<file path="src/rtl/uart_cmd_ctrl_pkg.sv">
// Shared constants and types for the UART command controller: sync byte,
// error causes, packet FSM states and the checksum rule.
package uart_cmd_ctrl_pkg;

  localparam logic [7:0] SYNC_BYTE = 8'hA5;

  typedef enum logic [1:0] {
    ERR_TIMEOUT = 2'd0,
    ERR_CHK     = 2'd1,
    ERR_ADDR    = 2'd2,
    ERR_RANGE   = 2'd3
  } err_code_e;

  typedef enum logic [2:0] {
    WAIT_SYNC = 3'd0,
    GET_ADDR  = 3'd1,
    GET_DATA  = 3'd2,
    GET_CHK   = 3'd3,
    COMMIT    = 3'd4
  } state_e;

  function automatic logic [7:0] pkt_chk(input logic [7:0] addr, input logic [7:0] data);
    return addr ^ data;
  endfunction

endpackage

</file>
<file path="src/rtl/uart_cmd_ctrl_gap_timer.sv">
// Inter-byte gap counter: clears on demand, counts while enabled, saturates at
// TIMEOUT_CLKS-1 and flags expiry there.
module cmd_gap_timer #(
  parameter int TIMEOUT_CLKS = 24000
) (
  input  logic clk,
  input  logic rst_n,
  input  logic clear,
  input  logic enable,
  output logic expire
);

  localparam int CW = (TIMEOUT_CLKS > 1) ? $clog2(TIMEOUT_CLKS) : 1;
  localparam logic [CW-1:0] LAST = CW'(TIMEOUT_CLKS - 1);

  logic [CW-1:0] cnt_q, cnt_d;

  always_comb begin
    cnt_d = cnt_q;
    if (clear) begin
      cnt_d = '0;
    end else if (enable && (cnt_q != LAST)) begin
      cnt_d = cnt_q + CW'(1);
    end
  end

  // NOTE: sequential state is updated with <= so every flop samples the
  // pre-edge value of its neighbours, independent of block ordering.
  always_ff @(posedge clk) begin
    if (!rst_n) begin
      cnt_q <= '0;
    end else begin
      cnt_q <= cnt_d;
    end
  end

  assign expire = enable && (cnt_q == LAST);

endmodule

</file>
<file path="src/rtl/uart_cmd_ctrl.sv">
// Frames received bytes into 4-byte channel write commands, validates them and
// commits the data to the per-channel set-point register bank.
module uart_cmd_ctrl
  import uart_cmd_ctrl_pkg::*;
#(
  parameter int NUM_CH       = 4,
  parameter int MAX_VAL      = 180,
  parameter int DEFAULT_VAL  = 90,
  parameter int TIMEOUT_CLKS = 24000
) (
  input  logic                  clk,
  input  logic                  rst_n,
  input  logic [7:0]            rx_data,
  input  logic                  rx_valid,
  output logic [8*NUM_CH-1:0]   ch_value,
  output logic [NUM_CH-1:0]     ch_update,
  output logic                  pkt_ok,
  output logic                  pkt_err,
  output logic [1:0]            err_code,
  output logic                  busy
);

  localparam logic [7:0] MAX_V    = 8'(MAX_VAL);
  localparam logic [7:0] DEF_V    = 8'(DEFAULT_VAL);
  localparam logic [4:0] NUM_CH_W = 5'(NUM_CH);

  state_e              state_q, state_d;
  err_code_e           err_code_q, err_code_d;
  logic                rx_valid_q;
  logic [7:0]          addr_q, addr_d, data_q, data_d, chk_q, chk_d;
  logic [7:0]          ch_q [NUM_CH];
  logic [7:0]          ch_d [NUM_CH];
  logic [NUM_CH-1:0]   ch_update_q, ch_update_d;
  logic                pkt_ok_q, pkt_ok_d, pkt_err_q, pkt_err_d, busy_q, busy_d;
  logic                byte_stb, tmr_clear, tmr_enable, tmr_expire;

  assign byte_stb   = rx_valid & ~rx_valid_q;
  assign tmr_enable = state_q inside {GET_ADDR, GET_DATA, GET_CHK};

  cmd_gap_timer #(.TIMEOUT_CLKS(TIMEOUT_CLKS)) u_gap_timer (
    .clk    (clk),
    .rst_n  (rst_n),
    .clear  (tmr_clear),
    .enable (tmr_enable),
    .expire (tmr_expire)
  );

  // NOTE: every signal written here gets a default first, so no path through
  // the case leaves one unassigned and no latch is inferred.
  always_comb begin
    state_d     = state_q;
    addr_d      = addr_q;
    data_d      = data_q;
    chk_d       = chk_q;
    ch_d        = ch_q;
    ch_update_d = '0;
    pkt_ok_d    = 1'b0;
    pkt_err_d   = 1'b0;
    err_code_d  = err_code_q;
    tmr_clear   = 1'b0;

    case (state_q)
      WAIT_SYNC: if (byte_stb && (rx_data == SYNC_BYTE)) begin
        state_d   = GET_ADDR;
        tmr_clear = 1'b1;
      end
      GET_ADDR: if (byte_stb) begin
        addr_d    = rx_data;
        state_d   = GET_DATA;
        tmr_clear = 1'b1;
      end
      GET_DATA: if (byte_stb) begin
        data_d    = rx_data;
        state_d   = GET_CHK;
        tmr_clear = 1'b1;
      end
      GET_CHK: if (byte_stb) begin
        chk_d     = rx_data;
        state_d   = COMMIT;
        tmr_clear = 1'b1;
      end
      COMMIT: begin
        state_d = WAIT_SYNC;
        if (chk_q != pkt_chk(addr_q, data_q)) begin
          pkt_err_d  = 1'b1;
          err_code_d = ERR_CHK;
        end else if ((addr_q[7:4] != 4'd0) || ({1'b0, addr_q[3:0]} >= NUM_CH_W)) begin
          pkt_err_d  = 1'b1;
          err_code_d = ERR_ADDR;
        end else if (data_q > MAX_V) begin
          pkt_err_d  = 1'b1;
          err_code_d = ERR_RANGE;
        end else begin
          pkt_ok_d = 1'b1;
          for (int k = 0; k < NUM_CH; k++) begin
            if (addr_q[3:0] == 4'(k)) begin
              ch_d[k]        = data_q;
              ch_update_d[k] = 1'b1;
            end
          end
        end
      end
      default: state_d = WAIT_SYNC;
    endcase

    // A byte on the expiry cycle takes precedence over the timeout.
    if (tmr_expire && !byte_stb) begin
      state_d    = WAIT_SYNC;
      pkt_err_d  = 1'b1;
      err_code_d = ERR_TIMEOUT;
    end
  end

  assign busy_d = (state_d != WAIT_SYNC);

  // NOTE: the channel bank is reset like any other register because it holds
  // live set-points that downstream PWM generators read from the first cycle.
  always_ff @(posedge clk) begin
    if (!rst_n) begin
      state_q     <= WAIT_SYNC;
      rx_valid_q  <= 1'b1;
      addr_q      <= '0;
      data_q      <= '0;
      chk_q       <= '0;
      for (int k = 0; k < NUM_CH; k++) ch_q[k] <= DEF_V;
      ch_update_q <= '0;
      pkt_ok_q    <= 1'b0;
      pkt_err_q   <= 1'b0;
      err_code_q  <= ERR_TIMEOUT;
      busy_q      <= 1'b0;
    end else begin
      state_q     <= state_d;
      rx_valid_q  <= rx_valid;
      addr_q      <= addr_d;
      data_q      <= data_d;
      chk_q       <= chk_d;
      ch_q        <= ch_d;
      ch_update_q <= ch_update_d;
      pkt_ok_q    <= pkt_ok_d;
      pkt_err_q   <= pkt_err_d;
      err_code_q  <= err_code_d;
      busy_q      <= busy_d;
    end
  end

  for (genvar g = 0; g < NUM_CH; g++) begin : g_lane
    assign ch_value[8*g +: 8] = ch_q[g];
  end

  assign ch_update = ch_update_q;
  assign pkt_ok    = pkt_ok_q;
  assign pkt_err   = pkt_err_q;
  assign err_code  = err_code_q;
  assign busy      = busy_q;

endmodule

</file>
<file path="config.mk">
export PLATFORM = sky130hd
export DESIGN_NAME = uart_cmd_ctrl
export DESIGN_NICKNAME = d
export VERILOG_FILES = /design/src/rtl/uart_cmd_ctrl_pkg.sv /design/src/rtl/uart_cmd_ctrl_gap_timer.sv /design/src/rtl/uart_cmd_ctrl.sv
export SDC_FILE = /design/constraint.sdc
export NUM_CORES = 1
export LEC_CHECK = 0
export ABC_AREA = 1
export CAP_MARGIN = 20
export CORE_AREA = 2 2 110 112
export CTS_CLUSTER_DIAMETER = 120
export DETAILED_ROUTE_END_ITERATION = 12
export DIE_AREA = 0 0 112 114
export DONT_BUFFER_PORTS = 1
export GPL_ROUTABILITY_DRIVEN = 1
export HOLD_SLACK_MARGIN = 0.1
export PLACE_DENSITY = 0.51
export SLEW_MARGIN = 5
export SYNTH_ARGS = -nofsm -noshare
export SYNTH_HDL_FRONTEND = slang
export SYNTH_SLANG_ARGS = --single-unit
</file>
<file path="constraint.sdc">
create_clock -name clk -period 1.67 [get_ports clk]
set_input_delay 0.334 -clock clk [delete_from_list [all_inputs] [get_ports clk]]
set_output_delay 0.334 -clock clk [all_outputs]
set_load 0.01 [all_outputs]
</file>
==> results.tsv, run 1 <==
metric	value	unit
fin_worst_skew	0.00368	ns
irDropWorstVdd	509	uV
combPwrFrac	1.4	%
per_cell_routed_wire_length	13.4	um
cts.clk_slew.worst_paths	0.06	ns
port_buffers	0	
share_seq_of_total_power	50.2	%
total_setup_violations_reported_at_the_end_of_the_flow	0	
area_of_the_core	11700	sq um
p_int	3.19	mW
flow.area_growth_from_synthesis	22.1	%
synth_fp_nets	581	
globalplace.congestion	0.802	
floorplan.initialDensity	33.8	%
clock-sinks	84	
first_global_vias	3158	
drt_first_pass_iters	5	
post_drt_via_cell_ratio	4.76	
dp_hpwl	6900	um
htree_num_levels	3	
antenna-diode-count	0	
clk-insertion-delay-late	0.34	ns
yosysWarningCount	0	
tritoncts.num_buffers	9	
hold_violations	0	
number_of_antenna_violations_at_the_first_check_in_global_routing	0	
timing.hold.worst.class	in2reg	
grt_overflow	0	
final_instance_count_excl_fillers	756	
hold_slack	0.115	ns
die_w	112	um
synthCells	569	
layout_common_cells	138 x sky130_fd_sc_hd__nand2_1, 67 x sky130_fd_sc_hd__dfxtp_1, 64 x sky130_fd_sc_hd__nor2_1	
final_net_count	619	
drc	0	
power_density	827	nW/um^2
post-route-min-period	1.61	ns
r2r.worst_path.cells	10	
worst_slew_margin	48.1	%
layout.cells.most_common	sky130_fd_sc_hd__nand2_1	
start_kind	flop	
residual_antenna_violating_net_count_after_detailed_routing	0	
yosys.cell_types.count	32	
power.leakage	2.11	nW
startpoint_to_endpoint_class_of_the_critical_path	reg2reg	
finish.utilization	41.2	%
layout_worst_path_cycle_share	96.3	%
slew_viol_final	0	
pin_count	52	
wire_length_of_the_first_global_routing_pass	15700	um
synth_seq_area_share	42.5	%
cts_tree	built	
worst-endpoint-required	1.86	ns
yosys_register_bits	84	
clk_network_pwr_share	48.4	%
drv.max_cap_violation_count	0	
cts_buffer_depth	2	
overall_die_height	114	um
fraction_of_layout_instances_using_a_drive_strength_above_1	19.9	%
p_sw	0.799	mW
max_freq	0.622	GHz
fp-row-count	40	
grt_setup_unrepaired	true	
netlist_area_pre_place	3960	sq um
worst_setup_path_end_kind	flop	
critPathMaxFanout	7	
dp.cells	725	
worst_ep_arrival_time	1.79	ns
grt_max_degree	46	
vias	3595	
floorplan.die_area	12800	sq um
synthesis.area_per_instance	6.95	sq um
dr.first_iter.drc_count	199	
run_status	finished clean	
clock_tree.root_cell	sky130_fd_sc_hd__clkbuf_16	
tightestPinTransition	0.776	ns
hold_depth	2	
drt-total-wl	10100	um
all_layer_global_routing_usage	15.5	%
netSwitchingFraction	20.0	%
-- sequential cells by signal, indices dropped and copies added (netlist names) --
register           flops
addr_q                 8
busy                   1
ch_update              4
ch_value              32
chk_q                  8
data_q                 8
err_code               2
pkt_err                1
pkt_ok                 1
rx_valid_q             1
state_q                3
u_gap_timer.cnt_q     15
-- worst paths after layout --
check                                   end                   start  slack [ns]
setup / recovery  ch_value[12]$_SDFFE_PN1P_  data_q[1]$_SDFFE_PN0P_        0.06
hold / removal    ch_value[10]$_SDFFE_PN0P_                   rst_n        0.11
setup reg to reg  ch_value[12]$_SDFFE_PN1P_  data_q[1]$_SDFFE_PN0P_        0.06
hold reg to reg       chk_q[1]$_SDFFE_PN0P_   chk_q[1]$_SDFFE_PN0P_        0.47
-- worst max-delay path, cell delays in order, from the launching register on --
cell	delay [ns]
sky130_fd_sc_hd__dfxtp_1	0.37
sky130_fd_sc_hd__buf_6	0.14
sky130_fd_sc_hd__nand2_1	0.05
sky130_fd_sc_hd__nand2_1	0.08
sky130_fd_sc_hd__nand3_2	0.08
sky130_fd_sc_hd__nor2_4	0.17
sky130_fd_sc_hd__buf_12	0.16
sky130_fd_sc_hd__nand4_4	0.12
sky130_fd_sc_hd__buf_6	0.16
sky130_fd_sc_hd__nand2_1	0.05
sky130_fd_sc_hd__nand3_1	0.07
-- kinds of logic (layout without fill, tap and decap cells) --
| kind of cell | Yosys count | after routing | share of synthesized area (%) |
|---|---|---|---|
| xor gates and xnor gates | 11 | 11 | 2.44 |
| AOI/OAI and AO/OA | 71 | 71 | 9.36 |
| adders and majority gates | 1 | 1 | 0.316 |
| and+or+nand+nor | 304 | 306 | 34.1 |
| DFF | 84 | 84 | 42.5 |
| buffers and inverters | 98 | 136 | 11.3 |
-- cell usage after synthesis (all sizes together) --
cell	number	area (sq um)
a21oi	41	216
a31oi	1	6.26
buf	15	133
clkbuf	6	22.5
clkinv	1	5.00
dfxtp	84	1680
ha	1	12.5
inv	76	285
nand2	151	579
nand3	53	283
nand3b	1	7.51
nand4	9	81.3
nor2	71	287
nor3	16	90.1
nor3b	2	15.0
nor4	1	6.26
o211ai	1	7.51
o21ai	28	140
xnor2	2	17.5
xor2	9	78.8
-- layout make-up --
cell class	count	area, sq um
clock inverters	3	40.0
flip-flops and latches	84	1710
clock buffers	10	239
fillers	1216	6880
well taps	147	184
inverters	77	298
repair buffers	45	410
repair inverters	1	7.51
multi-input cells	389	1940
-- per-stage QoR --
stage | setup slack (ns) | area (sq um) | power [mW] | setup TNS [ns]
3_3_place_gp | -0.0454 | 4220 | 2.09 | -0.402
6_report | 0.0625 | 4830 | 3.99 | 0
2_1_floorplan | 0.0388 | 3960 | 2.10 | 0
5_1_grt | -0.0228 | 4830 | 4.10 | -0.151
4_1_cts | 0.00197 | 4560 | 4.04 | 0
3_5_place_dp | -0.139 | 4220 | 2.09 | -2.34
-- power by group through the flow --
stage	registers, mW	logic, mW	clock network (mW)
2_1_floorplan	2.05	0.0501	0
3_3_place_gp	2.05	0.0425	0
3_5_place_dp	2.05	0.0418	0
4_1_cts	2.01	0.0570	1.97
5_1_grt	2.00	0.0649	2.04
6_report	2.00	0.0574	1.93
-- timing repair --
item | in CTS | in global routing
hold endpoints to repair | 17 | 0
setup endpoints to repair | 32 | 55
hold buffers | 4 | 0
gates resized for setup | 3 | 55
cloned | 0 | 5
setup buffers | 0 | 9
pin swaps | 2 | 17
-- per-layer routing --
| metal | track usage, % | vias to the layer above | wire length [um] | share of wire (%) |
|---|---|---|---|---|
| li1 | - | 1882 | - | - |
| met4 | 6.75 | 0 | 228 | 2.2 |
| met1 | 20.6 | 1594 | 4860 | 48 |
| met5 | 0 | - | 0 | 0 |
| met3 | 5.79 | 19 | 668 | 6.6 |
| met2 | 22.4 | 100 | 4390 | 43 |
Note: power is estimated with default switching activity, not from simulation.
==> inputs of run 2 (changes only) <==
--- a/config.mk
+++ b/config.mk
@@ -15,4 +15,5 @@
 export GPL_ROUTABILITY_DRIVEN = 1
 export HOLD_SLACK_MARGIN = 0.1
+export MAX_ROUTING_LAYER = met4
 export PLACE_DENSITY = 0.51
 export SLEW_MARGIN = 5
==> constraint.sdc (replaced) <==
create_clock -name clk -period 1.67 [get_ports clk]
set_input_delay 0.334 -clock clk [delete_from_list [all_inputs] [get_ports clk]]
set_output_delay 0.334 -clock clk [all_outputs]
set_load 0.1 [all_outputs]
==> results.tsv, run 2 (synthesized netlist as in run 1, its figures left out) <==
metric	value	unit
power.leakage	2.39	nW
critical_path.cell_chain	inv_4 -> nand2_4 -> nand2_2 -> nand2_1 -> nand2_1 -> nand3_2 -> nor2_4 -> buf_12 -> nand4_4 -> buf_6 -> nand2_1 -> nand3_1	
netSwitchingFraction	19.6	%
largest_reg_flops	32	
area_of_the_core	11700	sq um
dp.cells	767	
tightestPinTransition	0.724	ns
power_total	4.19	mW
drv.max_cap_violation_count	0	
cts_tree	built	
run_status	finished clean	
htree_num_levels	3	
dr.first_iter.drc_count	298	
setup_total_negative_slack	0	ns
combPwrFrac	1.4	%
final_instance_count_excl_fillers	806	
share_seq_of_total_power	47.8	%
flow.area_growth_from_synthesis	32.9	%
drt-total-wl	10500	um
hold_depth	2	
post_drt_via_cell_ratio	4.66	
cell_occurring_most_often_along_the_worst_timing_path	sky130_fd_sc_hd__nand2_1	
timing.hold.worst.class	in2reg	
wire_length_of_the_first_global_routing_pass	16400	um
clk-insertion-delay-late	0.34	ns
p_sw	0.822	mW
r2r-end	ch_value[20]$_SDFFE_PN1P_	
globalplace.congestion	0.914	
grt_overflow	0	
cts.clk_slew.worst_paths	0.06	ns
worst_setup_path_end_kind	flop	
fp-row-count	40	
critPathMaxFanout	6	
per_cell_routed_wire_length	13.0	um
fin_worst_skew	0.00672	ns
layout.cells.most_common	sky130_fd_sc_hd__nand2_1	
fraction_of_layout_instances_using_a_drive_strength_above_1	28.1	%
residual_antenna_violating_net_count_after_detailed_routing	0	
max_freq	0.605	GHz
critical_path.top_delay_family	simple AND/OR/NAND/NOR gates	
post-route-min-period	1.65	ns
worst-endpoint-required	1.86	ns
worst_ep_arrival_time	1.85	ns
pin_count	52	
die_w	112	um
setup.reg_to_reg.worst_slack	0.02	ns
worstReg2RegStart	addr_q[1]$_SDFFE_PN0P_	
cpPeakStageDelay	0.36	ns
start_kind	flop	
tritoncts.num_buffers	9	
port_buffers	0	
irDropWorstVdd	553	uV
p_int	3.36	mW
first_global_vias	3327	
power_density	796	nW/um^2
r2r.worst_path.cells	12	
final_net_count	667	
layout_common_cells	127 x sky130_fd_sc_hd__nand2_1, 82 x sky130_fd_sc_hd__buf_4, 69 x sky130_fd_sc_hd__dfxtp_1	
hold_violations	0	
grt_max_degree	46	
slew_viol_final	0	
layout_worst_path_cycle_share	98.9	%
clock_tree.root_cell	sky130_fd_sc_hd__clkbuf_16	
antenna-diode-count	0	
drc	0	
cts_buffer_depth	2	
clock-sinks	84	
floorplan.die_area	12800	sq um
all_layer_global_routing_usage	16.5	%
vias	3758	
hold_slack	0.113	ns
worst_slew_margin	51.6	%
crit_buf_inv	3	
floorplan.initialDensity	33.8	%
worstHoldEndpoint	ch_value[0]$_SDFFE_PN0P_	
total_setup_violations_reported_at_the_end_of_the_flow	0	
overall_die_height	114	um
drt_first_pass_iters	5	
finish.utilization	44.9	%
startpoint_to_endpoint_class_of_the_critical_path	reg2reg	
worstHoldStart	rst_n	
crit_path_top_delay_cell	sky130_fd_sc_hd__dfxtp_4	
clk_network_pwr_share	50.8	%
number_of_antenna_violations_at_the_first_check_in_global_routing	0	
dp_hpwl	7100	um
grt_setup_unrepaired	true	
-- run 2: cell types whose count changed in the layout (fill, tap and decap cells not counted), sizes merged --
cell	delta
buf	+51
clkbuf	+2
dlygate4sd3	-2
bufinv	+1
clkinv	+1
clkinvlp	-1
inv	-1
nand4	-1
-- run 2: area by class of cell --
class,count,area [sq um]
sequential,84,1710
fill,1212,6460
inverter,77,297
multi-input combinational,388,1950
clock buffer,11,243
tap,147,184
clock inverter,4,73.8
timing repair buffer,95,803
-- run 2: worst register-to-register path: cells and delay by family, from the launching register on --
family | cells | cell delay (ns)
buffers and inverters | 3 | 0.39
AND/OR/NAND/NOR | 9 | 0.75
flip-flops | 1 | 0.36
-- run 2: metrics by stage --
| stage | instance area [sq um] | setup slack, ns |
|---|---|---|
| floorplan | 3960 | 0.0388 |
| global placement | 4550 | 0.0409 |
| detailed placement | 4550 | -0.0126 |
| CTS | 4890 | 0.00521 |
| global route | 5260 | -0.0682 |
| finish | 5260 | 0.0183 |
-- run 2: power by group through the flow --
stage	clock, mW	sequential, mW	combinational [mW]
after floorplan	0	2.05	0.0501
after global placement	0	2.05	0.0458
after detailed placement	0	2.05	0.0460
after CTS	2.18	2.00	0.0572
after global routing	2.27	2.00	0.0654
final	2.13	2.00	0.0573
-- run 2: how the worst max path moves through the flow --
| stage | startpoint | endpoint | slack (ns) | cells after the start |
|---|---|---|---|---|
| CTS | data_q[2]$_SDFFE_PN0P_ | ch_value[12]$_SDFFE_PN1P_ | 0.005 | 8 |
| global route | chk_q[1]$_SDFFE_PN0P_ | ch_value[22]$_SDFFE_PN1P_ | -0.07 | 12 |
| detailed placement | data_q[7]$_SDFFE_PN0P_ | ch_value[29]$_SDFFE_PN0P_ | -0.01 | 9 |
| finish | addr_q[1]$_SDFFE_PN0P_ | ch_value[20]$_SDFFE_PN1P_ | 0.02 | 12 |
| floorplan | u_gap_timer.cnt_q[0]$_SDFFE_PP0P_ | u_gap_timer.cnt_q[4]$_SDFFE_PP0P_ | 0.04 | 9 |
| global placement | data_q[2]$_SDFFE_PN0P_ | ch_value[26]$_SDFFE_PN0P_ | 0.04 | 7 |
-- run 2: repair_timing --
action                                 in CTS  in global routing
pin swaps                                   0                 22
buffers inserted                            0                 18
endpoints found under the hold margin      17                  0
setup endpoints to repair                   8                 59
hold buffers                                2                  0
cloned                                      0                  4
resized for setup                           1                 71
-- run 2: per-layer routing --
layer  part of all wire (%)  GRT usage (%)
met3                    5.6           4.30
met1                     47           21.0
met2                     46           25.5
met5                      0              -
met4                    1.4           5.69
==> inputs of run 3 (changes only) <==
Settings changed: SLEW_MARGIN 5 to 20.
==> results of run 3 <==
Same layout as run 2: the final DEF is identical, and so are final timing and power.
